`src/rtl/conv_pkg.sv`:
```
`default_nettype none
// ============================================================================
//  Module   : conv_pkg
//  Purpose  : Shared types and constants for the 3x3 convolution sequencer.
//             Sequencer state encoding, memory bank enable codes, output-bank
//             mode codes and the matrix dimensions.
//  Revision : 1.0  initial release
// ============================================================================
package conv_pkg;

  // Sequencer states, explicit 3-bit encoding
  typedef enum logic [2:0] {
    IDLE   = 3'd0,
    LOAD_A = 3'd1,
    LOAD_F = 3'd2,
    RD     = 3'd3,
    ACC    = 3'd4,
    WR     = 3'd5,
    DONE   = 3'd6
  } state_t;

  // Memory bank enable codes
  localparam logic [1:0] EN_IDLE = 2'b00;
  localparam logic [1:0] EN_RD   = 2'b10;
  localparam logic [1:0] EN_WR   = 2'b11;

  // Output bank selection; 2'b11 aliases to the S bank
  localparam logic [1:0] MODE_S     = 2'b00;
  localparam logic [1:0] MODE_P1    = 2'b01;
  localparam logic [1:0] MODE_P2    = 2'b10;
  localparam logic [1:0] MODE_S_ALT = 2'b11;

  // Matrix geometry
  localparam int IN_DIM    = 4;
  localparam int F_DIM     = 3;
  localparam int OUT_DIM   = 2;
  localparam int IN_BYTES  = IN_DIM * IN_DIM;
  localparam int F_BYTES   = F_DIM * F_DIM;
  localparam int OUT_COUNT = OUT_DIM * OUT_DIM;

endpackage
`default_nettype wire

```
`src/rtl/conv_mac3.sv`:
```
`default_nettype none
// ============================================================================
//  Module   : conv_mac3
//  Purpose  : Combinational 3-term unsigned dot product,
//             o_sum = a0*f0 + a1*f1 + a2*f2, zero-extended to ACCW bits.
//  Ports    : i_a0..i_a2  DW-bit input-row operands
//             i_f0..i_f2  DW-bit filter-row operands
//             o_sum       ACCW-bit sum of the three products
//  Revision : 1.0  initial release
// ============================================================================
module conv_mac3 #(
  parameter int DW   = 8,
  parameter int ACCW = 20
) (
  input  logic [DW-1:0]   i_a0,
  input  logic [DW-1:0]   i_a1,
  input  logic [DW-1:0]   i_a2,
  input  logic [DW-1:0]   i_f0,
  input  logic [DW-1:0]   i_f1,
  input  logic [DW-1:0]   i_f2,
  output logic [ACCW-1:0] o_sum
);

  logic [2*DW-1:0] w_p0;
  logic [2*DW-1:0] w_p1;
  logic [2*DW-1:0] w_p2;

  assign w_p0  = i_a0 * i_f0;
  assign w_p1  = i_a1 * i_f1;
  assign w_p2  = i_a2 * i_f2;
  assign o_sum = ACCW'(w_p0) + ACCW'(w_p1) + ACCW'(w_p2);

endmodule
`default_nettype wire

```
`src/rtl/conv_seq_ctrl.sv`:
```
`default_nettype none
// ============================================================================
//  Module   : conv_seq_ctrl
//  Purpose  : Sequencer driving memory_module through one 3x3 convolution of
//             a 4x4 input (stride 1, no padding) into a 2x2 result bank.
//  Ports    : clk, rst           clock / synchronous active-high reset
//             start, mode        job launch pulse and output-bank select
//             in_valid, in_data  byte stream (16 input then 9 filter bytes)
//             in_ready           stream byte accepted this cycle
//             busy, done, sat    job status; sat is sticky per job
//             mem_*              address / enable / data_w pins of the memory
//             mem_out_*          registered read data from the memory
//  Revision : 1.0  initial release
// ============================================================================
module conv_seq_ctrl
  import conv_pkg::*;
#(
  parameter int DW   = 8,
  parameter int ACCW = 20
) (
  input  logic          clk,
  input  logic          rst,
  input  logic          start,
  input  logic [1:0]    mode,
  input  logic          in_valid,
  input  logic [DW-1:0] in_data,
  output logic          in_ready,
  output logic          busy,
  output logic          done,
  output logic          sat,
  output logic [DW-1:0] mem_data_w,
  output logic [3:0]    mem_addr_a0,
  output logic [3:0]    mem_addr_a1,
  output logic [3:0]    mem_addr_a2,
  output logic [3:0]    mem_addr_f0,
  output logic [3:0]    mem_addr_f1,
  output logic [3:0]    mem_addr_f2,
  output logic [1:0]    mem_addr_o,
  output logic [1:0]    mem_en_inp,
  output logic [1:0]    mem_en_fil,
  output logic [1:0]    mem_en_s,
  output logic [1:0]    mem_en_p1,
  output logic [1:0]    mem_en_p2,
  input  logic [DW-1:0] mem_out_a0,
  input  logic [DW-1:0] mem_out_a1,
  input  logic [DW-1:0] mem_out_a2,
  input  logic [DW-1:0] mem_out_f0,
  input  logic [DW-1:0] mem_out_f1,
  input  logic [DW-1:0] mem_out_f2
);

  localparam logic [4:0]      c_A_LAST  = 5'(IN_BYTES - 1);
  localparam logic [4:0]      c_F_LAST  = 5'(F_BYTES - 1);
  localparam logic [ACCW-1:0] c_SAT_MAX = ACCW'((2 ** DW) - 1);

  state_t          r_state;
  state_t          w_next;
  logic [1:0]      r_mode;
  logic [4:0]      r_cnt;
  logic [1:0]      r_pos;
  logic [1:0]      r_row;
  logic [ACCW-1:0] r_acc;
  logic            r_sat;

  logic [ACCW-1:0] w_mac_sum;
  logic [3:0]      w_a_base;
  logic [3:0]      w_f_base;
  logic            w_over;
  logic [DW-1:0]   w_clip;

  // pos -> (oy, ox) = (pos[1], pos[0]); input row base = (oy+row)*4 + ox
  assign w_a_base = (({3'b000, r_pos[1]} + {2'b00, r_row}) << 2) + {3'b000, r_pos[0]};
  // filter row base = row*3
  assign w_f_base = ({2'b00, r_row} << 1) + {2'b00, r_row};

  assign w_over = (r_acc > c_SAT_MAX);
  assign w_clip = w_over ? {DW{1'b1}} : r_acc[DW-1:0];

  conv_mac3 #(
    .DW   (DW),
    .ACCW (ACCW)
  ) u_mac (
    .i_a0  (mem_out_a0),
    .i_a1  (mem_out_a1),
    .i_a2  (mem_out_a2),
    .i_f0  (mem_out_f0),
    .i_f1  (mem_out_f1),
    .i_f2  (mem_out_f2),
    .o_sum (w_mac_sum)
  );

  // State register
  always_ff @(posedge clk) begin
    if (rst) r_state <= IDLE;
    else     r_state <= w_next;
  end

  // Next-state logic
  always_comb begin
    w_next = r_state;
    case (r_state)
      IDLE:    if (start) w_next = LOAD_A;
      LOAD_A:  if (in_valid && (r_cnt == c_A_LAST)) w_next = LOAD_F;
      LOAD_F:  if (in_valid && (r_cnt == c_F_LAST)) w_next = RD;
      RD:      w_next = ACC;
      ACC:     w_next = (r_row < 2'd2) ? RD : WR;
      WR:      w_next = (r_pos < 2'd3) ? RD : DONE;
      DONE:    w_next = IDLE;
      default: w_next = IDLE;
    endcase
  end

  // Counters, accumulator and job status
  always_ff @(posedge clk) begin
    if (rst) begin
      r_mode <= MODE_S;
      r_cnt  <= '0;
      r_pos  <= '0;
      r_row  <= '0;
      r_acc  <= '0;
      r_sat  <= 1'b0;
    end else begin
      case (r_state)
        IDLE: begin
          if (start) begin
            r_mode <= mode;
            r_sat  <= 1'b0;
            r_cnt  <= '0;
            r_pos  <= '0;
            r_row  <= '0;
            r_acc  <= '0;
          end
        end
        LOAD_A: begin
          if (in_valid) r_cnt <= (r_cnt == c_A_LAST) ? 5'd0 : r_cnt + 5'd1;
        end
        LOAD_F: begin
          if (in_valid) begin
            if (r_cnt == c_F_LAST) begin
              r_cnt <= '0;
              r_pos <= '0;
              r_row <= '0;
              r_acc <= '0;
            end else begin
              r_cnt <= r_cnt + 5'd1;
            end
          end
        end
        ACC: begin
          r_acc <= r_acc + w_mac_sum;
          if (r_row < 2'd2) r_row <= r_row + 2'd1;
        end
        WR: begin
          r_acc <= '0;
          r_row <= '0;
          if (w_over) r_sat <= 1'b1;
          if (r_pos < 2'd3) r_pos <= r_pos + 2'd1;
        end
        default: ;
      endcase
    end
  end

  // Output decode; every pin defaults to zero so idle cycles are deterministic
  always_comb begin
    in_ready    = 1'b0;
    busy        = 1'b0;
    done        = 1'b0;
    mem_data_w  = '0;
    mem_addr_a0 = '0;
    mem_addr_a1 = '0;
    mem_addr_a2 = '0;
    mem_addr_f0 = '0;
    mem_addr_f1 = '0;
    mem_addr_f2 = '0;
    mem_addr_o  = '0;
    mem_en_inp  = EN_IDLE;
    mem_en_fil  = EN_IDLE;
    mem_en_s    = EN_IDLE;
    mem_en_p1   = EN_IDLE;
    mem_en_p2   = EN_IDLE;
    case (r_state)
      LOAD_A: begin
        in_ready = 1'b1;
        busy     = 1'b1;
        if (in_valid) begin
          mem_en_inp  = EN_WR;
          mem_addr_a0 = r_cnt[3:0];
          mem_data_w  = in_data;
        end
      end
      LOAD_F: begin
        in_ready = 1'b1;
        busy     = 1'b1;
        if (in_valid) begin
          mem_en_fil  = EN_WR;
          mem_addr_f0 = r_cnt[3:0];
          mem_data_w  = in_data;
        end
      end
      RD: begin
        busy        = 1'b1;
        mem_en_inp  = EN_RD;
        mem_en_fil  = EN_RD;
        mem_addr_a0 = w_a_base;
        mem_addr_a1 = w_a_base + 4'd1;
        mem_addr_a2 = w_a_base + 4'd2;
        mem_addr_f0 = w_f_base;
        mem_addr_f1 = w_f_base + 4'd1;
        mem_addr_f2 = w_f_base + 4'd2;
      end
      ACC: busy = 1'b1;
      WR: begin
        busy       = 1'b1;
        mem_addr_o = r_pos;
        mem_data_w = w_clip;
        case (r_mode)
          MODE_P1: mem_en_p1 = EN_WR;
          MODE_P2: mem_en_p2 = EN_WR;
          default: mem_en_s  = EN_WR;
        endcase
      end
      DONE: done = 1'b1;
      default: ;
    endcase
  end

  assign sat = r_sat;

endmodule
`default_nettype wire

```
`config.mk`:
```
export PLATFORM = sky130hd
export DESIGN_NAME = conv_seq_ctrl
export DESIGN_NICKNAME = d
export VERILOG_FILES = /design/src/rtl/conv_pkg.sv /design/src/rtl/conv_mac3.sv /design/src/rtl/conv_seq_ctrl.sv
export SDC_FILE = /design/constraint.sdc
export NUM_CORES = 1
export LEC_CHECK = 0
export ABC_AREA = 1
export CAP_MARGIN = 20
export CORE_MARGIN = 3
export CORE_UTILIZATION = 50
export DETAILED_ROUTE_END_ITERATION = 16
export DONT_BUFFER_PORTS = 1
export GPL_TIMING_DRIVEN = 1
export HOLD_SLACK_MARGIN = 0.08
export MAX_ROUTING_LAYER = met4
export PLACE_DENSITY = 0.66
export SYNTH_ARGS = -nofsm -noshare
export SYNTH_HDL_FRONTEND = slang
export SYNTH_SLANG_ARGS = --single-unit
```
`constraint.sdc`:
```
create_clock -name clk -period 12.3 [get_ports clk]
set_input_delay 1.23 -clock clk [delete_from_list [all_inputs] [get_ports clk]]
set_output_delay 1.23 -clock clk [all_outputs]
set_load 0.1 [all_outputs]
```
# Word-level counts from Yosys, hierarchy flattened
# Index checks and enable logic that the tools add are counted.
# totals
ff_bits	35
word_cells	111
output_inout_bits	48
input_bits	62
# classes
n_eq_ne	19
n_reduce_logical	17
muxes	49
magnitude_cmp	3
n_addsub	13
multipliers	3
# op_table
operator	count
$pmux 20 s4	1
$mux 20	3
$mul 8x8->16	3
$mux 2	13
$mux 5	5
$add 20x16->20	1
$add 20x20->20	1
$gt 20x8->1 const B	1
$mux 4	5
$ne 2x2->1 const B	9
$pmux 3 s6	1
$add 16x16->17	1
$mux 8	2
$pmux 4 s2	2
$pmux 8 s2	1
$mux 3	5
$pmux 5 s3	1
$eq 5x4->1 const B	2
$reduce_and 5->1	2
$eq 3x3->1 const B	3
$add 4x1->4 const B	2
$add 4x2->4 const B	2
$pmux 2 s2	2
$pmux 2 s4	1
23 further kinds	35

# Longest topological paths before layout
# logic_depth
ltp_word	5
ltp_mapped	39
ltp_nobuf	38

# By module
# From an unflattened synthesis, not the netlist that was laid out.
# hier_totals
cells_unflattened	1655
hier_area_um2	11099.4
# by_module_without_submodules
mod	area_per_inst_um2	n_inst	cells_each	seq_area_each_um2
conv_mac3	7768.7	1	1124	0.0
conv_seq_ctrl	3330.7	1	531	700.7

# Worst setup path before layout
# OpenSTA, ideal clock, no wires.
# synth_path
kind	input to register
start	input mem_out_a0[0]
end	register r_acc[18]
arrival_ns	9.211
stages	34
required_ns	12.165
slack_ns	2.954
path_buffers	1
setup_ns	0.135
cell_sequence	clkbuf_1 > nand2_1 > fa_1 > fa_1 > fa_1 > inv_1 > fa_1 > fa_1 > inv_1 > fa_1 > inv_1 > ha_1 > a21oi_1 > o21ai_0 > a21oi_1 > xor2_1 > fa_1 > fa_1 > inv_1 > fa_1 > fa_1 > inv_1 > fa_1 > inv_1 > ha_1 > nand2_1 > nor2_1 > nand3_1 > nand3_1 > nand2_1 > nand2_1 > nand2_1 > nand3_1 > a21oi_2
# synth_between
elab_chain_cells	5
# synth_rtl
item	line	text
start, declared	conv_seq_ctrl.sv:44	input logic [DW-1:0] mem_out_a0,
$mul 8x8->16	conv_mac3.sv:28	assign w_p0 = i_a0 * i_f0;
$add 16x16->17	conv_mac3.sv:31	assign o_sum = ACCW'(w_p0) + ACCW'(w_p1) + ACCW'(w_p2);
$add 20x16->20	conv_mac3.sv:31	
$add 20x20->20	conv_seq_ctrl.sv:150	r_acc <= r_acc + w_mac_sum;
$pmux 20 s4	conv_seq_ctrl.sv:123	case (r_state)
end signal, assigned	conv_seq_ctrl.sv:150	
end, declared	conv_seq_ctrl.sv:62	logic [ACCW-1:0] r_acc;
# No other way between the ends.
# A chain may end at the register's enable or synchronous reset.

# Worst setup path in the final report
# Same ends and word-level chain as after synthesis.

==> reports/results.tsv <==
stage	metric	value	unit
clocking	clkTransAtPathRegs	0.05	ns
timing	setup_slack	3.075	ns
critical_path	cp.arrival	9.44	ns
route	initialDrtViolationCount	423	
timing	period_minus_slack	9.225	ns
yosys	synth_xor_xnor_area_share	1.375	%
final_layout	area_growth	4.418	%
yosys	synth_simple_gate_area_share	18.64	%
yosys	synth_mux_area_share	0	%
final_layout	final_cell_area	10650	sq um
die	core-area	19720	sq um
yosys	synth-compound-area-share	6.885	%
route	wl_per_cell	14.31	um
worst_hold_path	hold_depth	2	
outcome	status	complete, no violations	
route	drc	0	
yosys	syn_area_per_cell	7.070	sq um
global_route	grt_pass1_wl	40.12	mm
placement	io_buffers	0	
critical_path	ff2ff_setup_slack	9.70	ns
yosys	yosysTopAreaCellShare	31.62	%
timing	rsz0062_at_grt	false	
clocking	cts_made_buffers	5	
timing	drv_slew	0	
yosys	yosysTopAreaCell	fa_1	
timing	period_share	75.00	%
global_route	antenna_found_initial	0	
critical_path	path_max_fanout	8	
placement	dp_hpwl	20.84	mm
critical_path	critical_path.slowest_cell	fa_1	
critical_path	path_common_cell	fa_1	
yosys	synth-async-reset-ratio	0	%
timing	tightest_slew	1.194	ns
critical_path	r2r_cells	12	
worst_hold_path	hold_path_class	reg2reg	
yosys	synth_cell_types	40	
yosys	synth_top_family_by_area	adder cells	
die	dieWidth	148.8	um
critical_path	cp-start-kind	primary input	
yosys	syn-num-nets	1789	
die	chipHeight	148.8	um
yosys	synth_most_common_cell	inv_1	
clocking	cts_root_buf	clkbuf_16	
clocking	cts_max_level	2	
yosys	synth_seq_area_share	6.873	%
timing	slew_headroom	20.42	%
timing	max_freq	108.4	MHz
placement	place_area	10480	sq um
timing	skew	0.007755	ns
global_route	grtUsageTotal	22.79	%
route	wl	23.73	mm
clocking	clock-sinks	35	
timing	setup-violations-final	0	
critical_path	crit-reg2reg-launch	r_acc[3]	
route	drtPass1Iterations	5	
critical_path	max_stage_delay	0.55	ns
yosys	netlist_instances	1442	
yosys	synthAdderAreaFrac	46.83	%
worst_hold_path	whs_endpoint	r_mode[1]	
yosys	synthFlopType	dfxtp_1	
global_route	grt_overflow	0	
clocking	cts_setup_buffers	0	
placement	pre_cts_ws	2.764	ns
yosys	synth_seq_cells	35	
worst_hold_path	holdCritStartpoint	r_mode[1]	
yosys	synth_commonest_cells	inv_1 (443), nand2_1 (341), fa_1 (161)	
final_layout	fin_nets	1739	
yosys	ys_warn_count	0	
global_route	grt_pass1_vias	8133	
final_layout	post-route-util	53.99	%
critical_path	r2r-end	r_acc[17]	
die	start_util	51.70	%
critical_path	cp-end-kind	register	
clocking	clk_latency	0.28	ns
critical_path	cp.required	12.51	ns
global_route	grt_max_degree	27	
job	maxCapViolations	0	
route	num_vias	8240	
yosys	synth-edff-count	0	
route	viasPerCell	4.970	
clocking	clk_path_buf_depth	2	
timing	setup_tns	0	ns
route	ant_nets	0	
final_layout	diodes	0	
die	std_cell_rows	51	
clocking	ctsResizeCount	0	
yosys	synth_area	10190	sq um
timing	hold_violations	0	
clocking	cts_hold_buf	0	
placement	gp_congestion	0.9086	
die	pin_count	110	
critical_path	crit_type	in2reg	
clocking	cts_tree	built	
die	die_area	22140	sq um
yosys	yosys-top-cells-area	fa_1 (32%), inv_1 (16%), ha_1 (15%)	
final_layout	layout-drive-gt1-share	4.953	%
## layout by cell type, fill, tap and decap left out, types with 2 or more instances in the layout
master,count
inv_1,443
nand2_1,341
fa_1,161
ha_1,124
a21oi_1,58
nand3_1,44
o21ai_0,36
dfxtp_1,35
nor2_1,31
nor2_2,16
a21oi_2,10
xor2_1,8
xnor2_1,8
nor3_1,7
nor2_4,6
o22ai_2,6
nand2_2,5
nand3b_1,5
clkbuf_16,5
buf_12,4
nor4_1,3
inv_2,3
a21o_1,3
o21ai_2,3
o21ai_1,3
a211oi_1,3
or2_2,3
nand4_1,2
and2_1,2
clkbuf_1,2
buf_16,2
## logic make-up (layout without fill, tap and decap cells)
logic type               after synthesis  after routing
buffers and inverters                511            462
adder cells (fa/ha/maj)              285            285
AO/OA/AOI/OAI                        126            126
flip-flops                            35             35
XOR/XNOR                              16             16
AND/OR/NAND/NOR                      469            469
## sequential cells by signal, summed over array words and instances, names as in the netlist
name and cells:
r_acc 20, r_cnt 5, r_state 3, r_mode 2
r_pos 2, r_row 2, sat 1
## routing by layer
layer,vias up,part of all wire (%),global-route usage (%),wire length (um)
li1,4060,-,-,-
met1,3967,47,33.08,11270
met2,196,45,34.80,10800
met3,17,6.0,4.193,1430
met4,0,0.98,2.517,232
met5,-,0,-,0
## worst max-delay path, delay by kind of cell
kind | cells | cell delay, ns
and+or+nand+nor | 8 | 0.81
buffers and inverters | 6 | 0.28
adders and majority gates | 13 | 6.25
xor gates and xnor gates | 1 | 0.23
AOI/OAI and AO/OA | 4 | 0.62
## worst max-delay path by stage
stage,cells after the start,slack [ns],end,from
after floorplan,34,2.95,r_acc[18],mem_out_a0[0]
after global placement,32,2.84,r_acc[16],mem_out_a0[0]
after detailed placement,33,2.76,r_acc[18],mem_out_a0[0]
after CTS,33,3.01,r_acc[18],mem_out_a0[0]
after global routing,33,2.66,r_acc[18],mem_out_a0[0]
final,32,3.08,r_acc[18],mem_out_a0[0]
## layout make-up
type	instances	area, sq um
fill	1927	9072
multi-input combinational	896	7652
inverter	447	1683
sequential	35	700.7
tap	265	331.6
timing repair buffer	7	140.1
clock buffer	7	132.6
clock inverter	1	5.005
## through the flow
stage	std cells	hold slack (ns)
global placement	1643	0.4680
detailed placement	1648	0.4751
finish	1658	0.4800
CTS	1656	0.4836
floorplan	1442	0.4513
global route	1658	0.5096
Power is left out: the tool's default activity adds up to more than one toggle a clock period on the data nets, which glitch-free logic cannot reach.
